$ cat src/rtl/vending_pkg.sv
// rtl/vending_pkg.sv - shared vending constants: debounce defaults and coin priority
// Purpose: constants shared by the coin front end and the vending FSM.
//   DB_COUNT_DEFAULT / CNT_W_DEFAULT : debounce length (10 ms at 50 MHz) and counter width
//   coin_e                           : coin index; lower index has higher emission priority
//   pick_coin()                      : one-hot grant of the highest-priority requested coin
package vending_pkg;

  localparam int unsigned DB_COUNT_DEFAULT = 500000;
  localparam int unsigned CNT_W_DEFAULT    = 20;
  localparam int unsigned NUM_COINS        = 3;

  // Priority order is the index order: quarter > nickel > dime.
  typedef enum logic [1:0] {
    COIN_QUARTER = 2'd0,
    COIN_NICKEL  = 2'd1,
    COIN_DIME    = 2'd2
  } coin_e;

  function automatic logic [NUM_COINS-1:0] pick_coin(input logic [NUM_COINS-1:0] req);
    logic [NUM_COINS-1:0] grant;
    grant = '0;
    // Walk from lowest to highest priority so the last hit wins.
    for (int i = NUM_COINS - 1; i >= 0; i--) begin
      if (req[i]) begin
        grant    = '0;
        grant[i] = 1'b1;
      end
    end
    return grant;
  endfunction

endpackage

$ cat src/rtl/debounce_sync.sv
// rtl/debounce_sync.sv - 2-flop synchronizer followed by a counting debouncer
// Purpose: bring one raw asynchronous contact into the clk domain and filter bounce.
// Ports:
//   clk    : system clock, rising edge
//   reset  : synchronous active-high reset
//   raw    : raw asynchronous input
//   stable : debounced level, changes only after DB_COUNT consecutive mismatching samples
module debounce_sync
  import vending_pkg::*;
#(
  parameter int unsigned DB_COUNT = DB_COUNT_DEFAULT,
  parameter int unsigned CNT_W    = CNT_W_DEFAULT
) (
  input  logic clk,
  input  logic reset,
  input  logic raw,
  output logic stable
);

  localparam logic [CNT_W-1:0] CNT_LAST = CNT_W'(DB_COUNT - 1);

  logic             sync1_q;
  logic             sync2_q;
  logic             stable_q;
  logic             stable_d;
  logic [CNT_W-1:0] cnt_q;
  logic [CNT_W-1:0] cnt_d;

  // Any sample agreeing with the current level restarts the count, so a bounce
  // before the count completes leaves stable untouched.
  always_comb begin
    stable_d = stable_q;
    cnt_d    = '0;
    if (sync2_q != stable_q) begin
      if (cnt_q == CNT_LAST) begin
        stable_d = sync2_q;
      end else begin
        cnt_d = cnt_q + CNT_W'(1);
      end
    end
  end

  always_ff @(posedge clk) begin
    if (reset) begin
      sync1_q  <= 1'b0;
      sync2_q  <= 1'b0;
      stable_q <= 1'b0;
      cnt_q    <= '0;
    end else begin
      sync1_q  <= raw;
      sync2_q  <= sync1_q;
      stable_q <= stable_d;
      cnt_q    <= cnt_d;
    end
  end

  assign stable = stable_q;

endmodule

$ cat src/rtl/coin_front_end.sv
// rtl/coin_front_end.sv - debounced coin/select inputs with prioritized one-pulse coin emission
// Purpose: debounce coin contacts and drink switches, queue one pending coin per type,
//          and emit registered single-cycle coin pulses one at a time.
// Ports:
//   clk, reset                        : clock (rising edge), synchronous active-high reset
//   btn_quarter, btn_nickel, btn_dime : raw bouncing coin contacts
//   sw_soda, sw_diet                  : raw drink-select switches
//   hold                              : freezes coin emission while high
//   quarter, nickel, dime             : registered one-cycle coin pulses, at most one per cycle
//   soda, diet                        : registered debounced select levels
//   overrun                           : registered one-cycle pulse when a coin is lost
module coin_front_end
  import vending_pkg::*;
#(
  parameter int unsigned DB_COUNT = DB_COUNT_DEFAULT,
  parameter int unsigned CNT_W    = CNT_W_DEFAULT
) (
  input  logic clk,
  input  logic reset,
  input  logic btn_quarter,
  input  logic btn_nickel,
  input  logic btn_dime,
  input  logic sw_soda,
  input  logic sw_diet,
  input  logic hold,
  output logic quarter,
  output logic nickel,
  output logic dime,
  output logic soda,
  output logic diet,
  output logic overrun
);

  localparam int unsigned NUM_IN = 5;

  logic [NUM_IN-1:0]    raw_in;
  logic [NUM_IN-1:0]    stable_w;
  logic [NUM_COINS-1:0] coin_stable;
  logic [NUM_COINS-1:0] coin_prev_q;
  logic [NUM_COINS-1:0] coin_rise;
  logic [NUM_COINS-1:0] grant;
  logic [NUM_COINS-1:0] pending_q;
  logic [NUM_COINS-1:0] pending_d;
  logic [NUM_COINS-1:0] coin_q;
  logic [1:0]           sel_q;
  logic                 overrun_q;
  logic                 overrun_d;

  // Coins occupy the low indices in coin_e order; selects sit above them.
  assign raw_in = {sw_diet, sw_soda, btn_dime, btn_nickel, btn_quarter};

  for (genvar g = 0; g < NUM_IN; g++) begin : g_db
    debounce_sync #(
      .DB_COUNT (DB_COUNT),
      .CNT_W    (CNT_W)
    ) u_db (
      .clk    (clk),
      .reset  (reset),
      .raw    (raw_in[g]),
      .stable (stable_w[g])
    );
  end

  assign coin_stable = stable_w[NUM_COINS-1:0];
  assign coin_rise   = coin_stable & ~coin_prev_q;

  // A rise on a coin that is being emitted this cycle simply re-arms it;
  // a rise on a coin still waiting is lost and flagged.
  always_comb begin
    grant     = hold ? '0 : pick_coin(pending_q);
    pending_d = (pending_q & ~grant) | coin_rise;
    overrun_d = |(coin_rise & pending_q & ~grant);
  end

  always_ff @(posedge clk) begin
    if (reset) begin
      coin_prev_q <= '0;
      pending_q   <= '0;
      coin_q      <= '0;
      sel_q       <= '0;
      overrun_q   <= 1'b0;
    end else begin
      coin_prev_q <= coin_stable;
      pending_q   <= pending_d;
      coin_q      <= grant;
      sel_q       <= stable_w[NUM_IN-1:NUM_COINS];
      overrun_q   <= overrun_d;
    end
  end

  assign quarter = coin_q[COIN_QUARTER];
  assign nickel  = coin_q[COIN_NICKEL];
  assign dime    = coin_q[COIN_DIME];
  assign soda    = sel_q[0];
  assign diet    = sel_q[1];
  assign overrun = overrun_q;

endmodule
$ cat config.mk
export PLATFORM = sky130hd
export DESIGN_NAME = coin_front_end
export DESIGN_NICKNAME = d
export VERILOG_FILES = /design/src/rtl/vending_pkg.sv /design/src/rtl/debounce_sync.sv /design/src/rtl/coin_front_end.sv
export SDC_FILE = /design/constraint.sdc
export NUM_CORES = 1
export LEC_CHECK = 0
export ABC_AREA = 1
export CAP_MARGIN = 20
export CORE_MARGIN = 2
export CORE_UTILIZATION = 50
export CTS_CLUSTER_SIZE = 30
export DETAILED_ROUTE_END_ITERATION = 10
export PLACE_DENSITY = 0.66
export SETUP_SLACK_MARGIN = 0.3
export SYNTH_ARGS = -nofsm -noshare
export SYNTH_HDL_FRONTEND = slang
export SYNTH_SLANG_ARGS = --single-unit
$ cat constraint.sdc
create_clock -name clk -period 2.8 [get_ports clk]
set_input_delay 0.42 -clock clk [delete_from_list [all_inputs] [get_ports clk]]
set_output_delay 0.42 -clock clk [all_outputs]
set_load 0.005 [all_outputs]
After elaboration in Yosys (flattened, before gate mapping) --
Index checks and enable logic that the tools add are counted.
Storage, ports and cells: register bits after elaboration 127, logic and storage cells 67
Operators by class: $add $sub $neg 5, eq/ne operators 10, mux-type cells 4, bitwise gates (word level) 12, reductions and logical operators 11
Operator list (number):
- $add 20x1->20 const B | 5
- $eq 20x19->1 const B | 5
- $reduce_or 3->1 | 6
- $and 3x3->3 | 4
- $mux 3 | 4
- $reduce_and 2->1 | 5
- $not 3->3 | 2
- $ne 1x1->1 | 5
- $not 1->1 | 5
- $or 3x3->3 | 1

Logic depth before layout (Yosys ltp) --
Gate-level depths: netlist of run 1.
depth in word-level cells 7, gate-level depth with buffers 10

Modules after synthesis --
Synthesis of run 1 repeated with hierarchy kept, for this count alone.
Second synthesis, totals: cells, all modules 887, area, all modules 6408.6 µm²
By module, submodules not included:
- debounce_sync | times used 5, cells an instance 167, area each 1201.2 µm², seq. area each 460.4 µm²
- coin_front_end | times used 1, cells an instance 52, area each 402.9 µm², seq. area each 240.2 µm²

Worst setup path before layout of run 1 --
No wires, ideal clock.
kind reg2reg, from register g_db[3].u_db.cnt_q[0], to register g_db[3].u_db.cnt_q[12], setup time 114 ps, data arrival time 1306 ps, data required time 2686 ps, setup slack 1380 ps, stages on the path, launching flop included 8, buffers on the path 1, clock period less this slack 1420 ps, cells stage by stage dfxtp_1 ha_1 nand2_1 nor2_4 nand3_2 o21bai_4 buf_6 nor2_1
Between the ends: cells in the longest elaborated chain, start to end 2
RTL lines:
- start: declaration | RTL line debounce_sync.sv:26 | logic [CNT_W-1:0] cnt_q;
- start signal: assignment | RTL line debounce_sync.sv:53 | cnt_q <= cnt_d;
- parallel branches: the longest is 2 deep, another holds $add 20x1->20
Several ways; the timed one is not identified. A chain may end at the register's enable or synchronous reset.

Final worst setup path of run 1 --
from register g_db[1].u_db.cnt_q[0], to register g_db[1].u_db.cnt_q[10]
Between the ends: cells in the longest elaborated chain, start to end 2
RTL lines (RTL line):
- start: declaration | debounce_sync.sv:26
- start signal: assignment | debounce_sync.sv:53
- parallel branches: the longest is 2 deep, another holds $add 20x1->20
Several ways; the timed one is not identified.

==> results of run 1 <==
## report_power, final
group	internal [mW]	switching [mW]	total (mW)
sequential	1.82	0.00433	1.82
combinational	0.0184	0.0298	0.0482
clock	1.37	0.747	2.12
## cell families after synthesis
kind of cell | Yosys count
buf+inv | 113
xor+xnor | 39
fa+ha+maj | 5
compound gates | 63
simple gates | 556
flops | 127
## worst max-delay path, cell delays in order (launching register included)
cell and delay, ns:
dfxtp_1 0.35, ha_1 0.20, nand3_1 0.18, nor2_1 0.15
nand3_1 0.15, nand2_1 0.54, nor2_1 0.10
## worst paths after layout
check	from	end	depth (start not counted)
setup / recovery	g_db[1].u_db.cnt_q[0]	g_db[1].u_db.cnt_q[10]	6
hold / removal	g_db[2].u_db.sync1_q	g_db[2].u_db.sync2_q	2
setup reg to reg	g_db[1].u_db.cnt_q[0]	g_db[1].u_db.cnt_q[10]	6
hold reg to reg	g_db[2].u_db.sync1_q	g_db[2].u_db.sync2_q	2
## final cells by class
cell class | count | area [µm²]
Clock buffer | 25 | 485.5
Clock inverter | 6 | 82.58
Fill cell | 1178 | 5036
Inverter | 103 | 386.6
Multi-Input combinational cell | 663 | 3057
Sequential cell | 127 | 2542
Tap cell | 147 | 183.9
Timing Repair Buffer | 14 | 137.6
## metrics by stage
stage | worst slack (ns) | hold WS (ns)
6_report | 0.9740 | 0.4008
5_1_grt | 0.7297 | 0.4203
4_1_cts | 0.9550 | 0.4043
3_5_place_dp | 0.6183 | 0.3950
3_3_place_gp | 0.6465 | 0.3892
2_1_floorplan | 1.380 | 0.3883
## Yosys cell counts, drive strengths merged
| cell type | number | area [µm²] |
|---|---|---|
| a21oi | 38 | 190.2 |
| a31oi | 1 | 6.260 |
| and2 | 2 | 12.51 |
| buf | 8 | 55.05 |
| clkbuf | 2 | 7.510 |
| dfxtp | 127 | 2542 |
| ha | 5 | 62.56 |
| inv | 103 | 386.6 |
| nand2 | 231 | 869.6 |
| nand3 | 52 | 270.3 |
| nand3b | 8 | 60.06 |
| nand4 | 15 | 93.84 |
| nor2 | 232 | 890.9 |
| nor3 | 7 | 35.03 |
| o211a | 1 | 10.01 |
| o21ai | 15 | 75.07 |
| o21bai | 8 | 82.58 |
| or2 | 9 | 56.31 |
| xnor2 | 13 | 113.9 |
| xor2 | 26 | 227.7 |
## flip-flops by register name, summed over array words and instances, names as in the netlist
register,flops
g_db.u_db.cnt_q,100
g_db.u_db.stable,5
g_db.u_db.sync1_q,5
g_db.u_db.sync2_q,5
coin_prev_q,3
coin_q,3
pending_q,3
sel_q,2
overrun,1
## layer usage
| layer | share of wire | track usage | up-vias |
|---|---|---|---|
| met3 | 0.032 | 0.05685 | 12 |
| met5 | 0 | 0 | - |
| li1 | - | - | 2848 |
| met2 | 0.43 | 0.2925 | 58 |
| met1 | 0.53 | 0.2707 | 2293 |
| met4 | 0.011 | 0.06341 | 0 |
## layout by cell type, fill, tap and decap left out, drive strengths merged, types with 9 or more instances in the layout
cell type and instances:
nand3 52, a21oi 38, nand2 231, xnor2 13, clkbuf 25, xor2 26, clkdlybuf4s50 13, or2 9
inv 103, nor2 232, dfxtp 127, o21ai 15, nand4 15
==> run metrics, run 1 <==
CTS tree=yes; multiplexer share of the synthesized area=0; Max Clock Skew=approximately 0.02 ns; initial antenna violation count=0; RSZ-0062 raised after global routing=no; nets@finish=939; Crit. End Element=flip-flop; IO Pins=14; worst slew pin tran=just under 0.7 ns; final worst path period need=between 1.5 and 2 ns; Reg clk slew, reported paths=roughly 0.05 ns; Tightest Hold Check Type=flip-flop to flip-flop; ratio of cells with drive above 1 in the final layout=0.04691; Post-Synth XOR/XNOR Area=0.05647; Ant. Diodes=0; Max Clock Freq=0.5476 GHz; Worst R2R Setup Slack=around 0.97 ns; vias per inst=~4.8; Synth Area in Simple Gates=0.3784; latest clock arrival within the worst-skew pair=between 0.4 and 0.5 ns; Routed WL=between 10000 and 15000 µm; CTS root buf=clkbuf_16; leakage power=between 2 and 2.5 nW; PwrDens=roughly 580 mW/mm²; detailed placer's ending HPWL=approximately 8300 µm; Synth-to-Final Area Change=13.67%; Hold Vio Cnt, Final=0; DP Area=about 0.0063 mm²; Synth Area in Compound Gates=0.06020; Buffers on Ports=13; syn avg cell area=approximately 6.7 µm²; fin util=0.5772; CP arrival=around 2.1 ns; Worst Path Required=approximately 3.1 ns; fin cells=approximately 1.1k; Starting Density=0.5078; H-tree Lvls=4; Final GP Congestion=between 0.8 and 0.9; global-route wire length before repair=a little over 20000 µm; post-cts hold buffer count=0; peak supply drop=approximately 0.00040 V; Final Max Slew Viols=0; post-CTS setup buffer count=0; final instance area=approximately 0.007 mm²; total grt overflow=0; status=complete, no violations; Inst Count DP=1054; Setup TNS=0 ns; # clock sinks=between 100 and 150; Synth Register Bits=around 130; Placeable Area=between 0.01 and 0.015 mm²; Post-Syn Area=about 0.006 mm²; DR WL/cell=about 11 µm; Starting DRT DRC Count=380; vias in the first global route=roughly 4.7k; largest family of logic cells by synthesized area=simple AND/OR/NAND/NOR gates; Die Ht=roughly 110 µm; post-synthesis cell type count=28; Slew headroom=0.5381; Seq/Total Area, Yosys=0.4204; clk buf depth=2; CTS Buf Count=17; Design Power=3.987 mW; Die ar.=about 0.013 mm²; DRC errors left=0; Rows=40; Mapped Cells=approximately 900; vias after detailed routing=~5.2k; # setup viols final=0; Max FO, Critical Path=20; Mapped Nets=916; Worst setup SP type=flip-flop; synthesis warning total=0; largest net degree at the start of global routing=25; gr usage total=0.1952; DR pass1 iterations=7; Max Cap Viol=0; Adder-Cell Fraction of Synth Area=0.01034; Final period util=0.6522; post-cts resize count=0; ANT nets after route=0; DIE WIDTH=114.0 µm; CP Class=flip-flop to flip-flop
(Power assumes the default switching activity.)
==> run 2: changes to the inputs <==
Clock period 2.8 ns to 1.83 ns, I/O delays scaled along.
==> run metrics, run 2 (synthesis results as in run 1) <==
Top Usage Layer GRT=met2; CTS tree=yes; PwrDens=~840 mW/mm²; r2r startpoint=g_db[0].u_db.cnt_q[0]; Hold Vio Cnt, Final=0; hold_sp=sw_diet; met2 GRT Util=0.3103; met3 usage=0.06004; Final GP Congestion=approximately 0.83; Clk pwr share=0.524; total grt overflow=0; H-tree Lvls=4; Starting Density=0.5078; Net Sw Frac=0.2105; Internal Power=~4.8 mW; Worst Path Required=roughly 2.2 ns; Hold Path End=g_db[4].u_db.sync1_q; Starting DRT DRC Count=roughly 320; Buffers on Ports=13; hold path depth=3; max reg flops=100; Synth-to-Final Area Change=19.42%; Final Max Slew Viols=0; Fill cells=between 1k and 1.5k; Slew headroom=0.7437; # clock sinks=between 100 and 150; leakage power=2.544 nW; RSZ-0062 raised after global routing=no; Tightest Hold Check Type=input port to flip-flop; Max Cap Viol=0; Rows=40; Seq pwr share=0.460; Worst R2R Setup Slack=between 0.3 and 0.4 ns; Die Ht=approximately 110 µm; ANT nets after route=0; worst slew pin tran=around 0.38 ns; Crit Reg-Reg Endpoint=g_db[0].u_db.cnt_q[13]; Max Clock Skew=0.006278 ns; R2R cell count=7; met1 Use GR=0.2640; Max Clock Freq=0.6628 GHz; initial antenna violation count=0; commonest cells after routing, fill and taps aside=227 x nand2_1, 213 x nor2_1, 122 x dfxtp_1; Max FO, Critical Path=7; worst path bufs/invs=1; vias in the first global route=4757; register with the most flip-flops=g_db.u_db.cnt_q; IO Pins=14; DRC errors left=0; Worst setup SP type=flip-flop; Final period util=0.8245; status=complete, no violations; sw power=1.274 mW; Worst path slowest cell=dfxtp_4; post-cts hold buffer count=0; nets@finish=approximately 960; detailed placer's ending HPWL=~8300 µm; gr usage total=0.2013; DR WL/cell=~11 µm; vias per inst=between 4 and 5; # setup viols final=0; largest net degree at the start of global routing=21; clk buf depth=2; part of the power in combinational logic=0.016; Setup TNS=0 ns; ratio of cells with drive above 1 in the final layout=0.1026; latest clock arrival within the worst-skew pair=approximately 0.43 ns; commonest non-fill, non-tap cell in the layout=nand2_1; global-route wire length before repair=about 21000 µm; CP Class=flip-flop to flip-flop; vias after detailed routing=roughly 5.3k; Reg clk slew, reported paths=roughly 0.06 ns; Max stage delay on crit path=roughly 0.36 ns; Placeable Area=approximately 0.012 mm²; DR pass1 iterations=5; peak supply drop=about 0.00066 V; Routed WL=12100 µm; top cell family by delay on the critical path=simple AND/OR/NAND/NOR gates; CTS Buf Count=17; CTS root buf=clkbuf_16; final worst path period need=1.509 ns; CP cell instances=ha_4 > nand2_4 > nor2_4 > nand3_4 > o21bai_4 > clkbuf_16 > a21oi_1; Ant. Diodes=0; DIE WIDTH=about 110 µm; Crit. End Element=flip-flop; CP arrival=around 1.8 ns; Die ar.=between 0.01 and 0.015 mm²; Min Hold Slack=roughly 0.36 ns
## run 2: worst min-delay path: cells and delay by family
kind	cells	cell delay [ns]
buf+inv	2	0.44
simple gates	1	0.03
## run 2: stage by stage
| stage | power (mW) | util | setup slack (ns) | cell area [µm²] | cells |
|---|---|---|---|---|---|
| finish | 6.052 | 0.6064 | 0.3212 | 7223 | 1102 |
| global route | 6.259 | 0.6064 | 0.2685 | 7223 | 1102 |
| CTS | 6.120 | 0.5874 | 0.2975 | 6997 | 1095 |
| detailed placement | 2.930 | 0.5343 | 0.1258 | 6365 | 1060 |
| global placement | 2.928 | 0.5343 | 0.1621 | 6365 | 1060 |
| floorplan | 2.893 | - | 0.4097 | 6048 | 903 |
## run 2: area by class of cell
class	instances	area, µm²	share of cell area
sequential	127	2551	0.3532
tap	147	183.9	0.02546
multi-input combinational	663	3197	0.4426
clock inverter	10	88.84	0.01230
clock buffer	21	470.5	0.06513
inverter	103	386.6	0.05353
timing repair buffer	31	345.3	0.04781
## run 2: layer usage
metal / up-vias / routed length, µm
met3: 18 / 344
met5: - / 0
met2: 59 / 5537
li1: 2881 / -
met4: 0 / 223
met1: 2303 / 5998
## run 2: worst max path at each step
| stage | from | to | slack (ns) | cells past startpoint |
|---|---|---|---|---|
| 2_1_floorplan | g_db[3].u_db.cnt_q[0] | g_db[3].u_db.cnt_q[12] | 0.41 | 7 |
| 3_3_place_gp | reset | g_db[0].u_db.cnt_q[14] | 0.16 | 6 |
| 3_5_place_dp | reset | g_db[0].u_db.cnt_q[19] | 0.13 | 6 |
| 4_1_cts | g_db[1].u_db.cnt_q[0] | g_db[1].u_db.cnt_q[14] | 0.30 | 6 |
| 5_1_grt | g_db[0].u_db.cnt_q[0] | g_db[0].u_db.cnt_q[2] | 0.27 | 7 |
| 6_report | g_db[0].u_db.cnt_q[0] | g_db[0].u_db.cnt_q[13] | 0.32 | 7 |
## run 2: power by group through the flow
stage	sequential (mW)	clock [mW]	combinational (mW)
global route	2.79	3.36	0.109
floorplan	2.84	0	0.0487
global placement	2.85	0	0.0828
finish	2.79	3.17	0.0954
detailed placement	2.85	0	0.0836
CTS	2.79	3.24	0.0922
## run 2: repair_timing
item,CTS,global route
resized for setup,6,44
pin swaps,2,4
endpoints found under the setup margin,77,100
buffers inserted,4,6
cloned,0,1
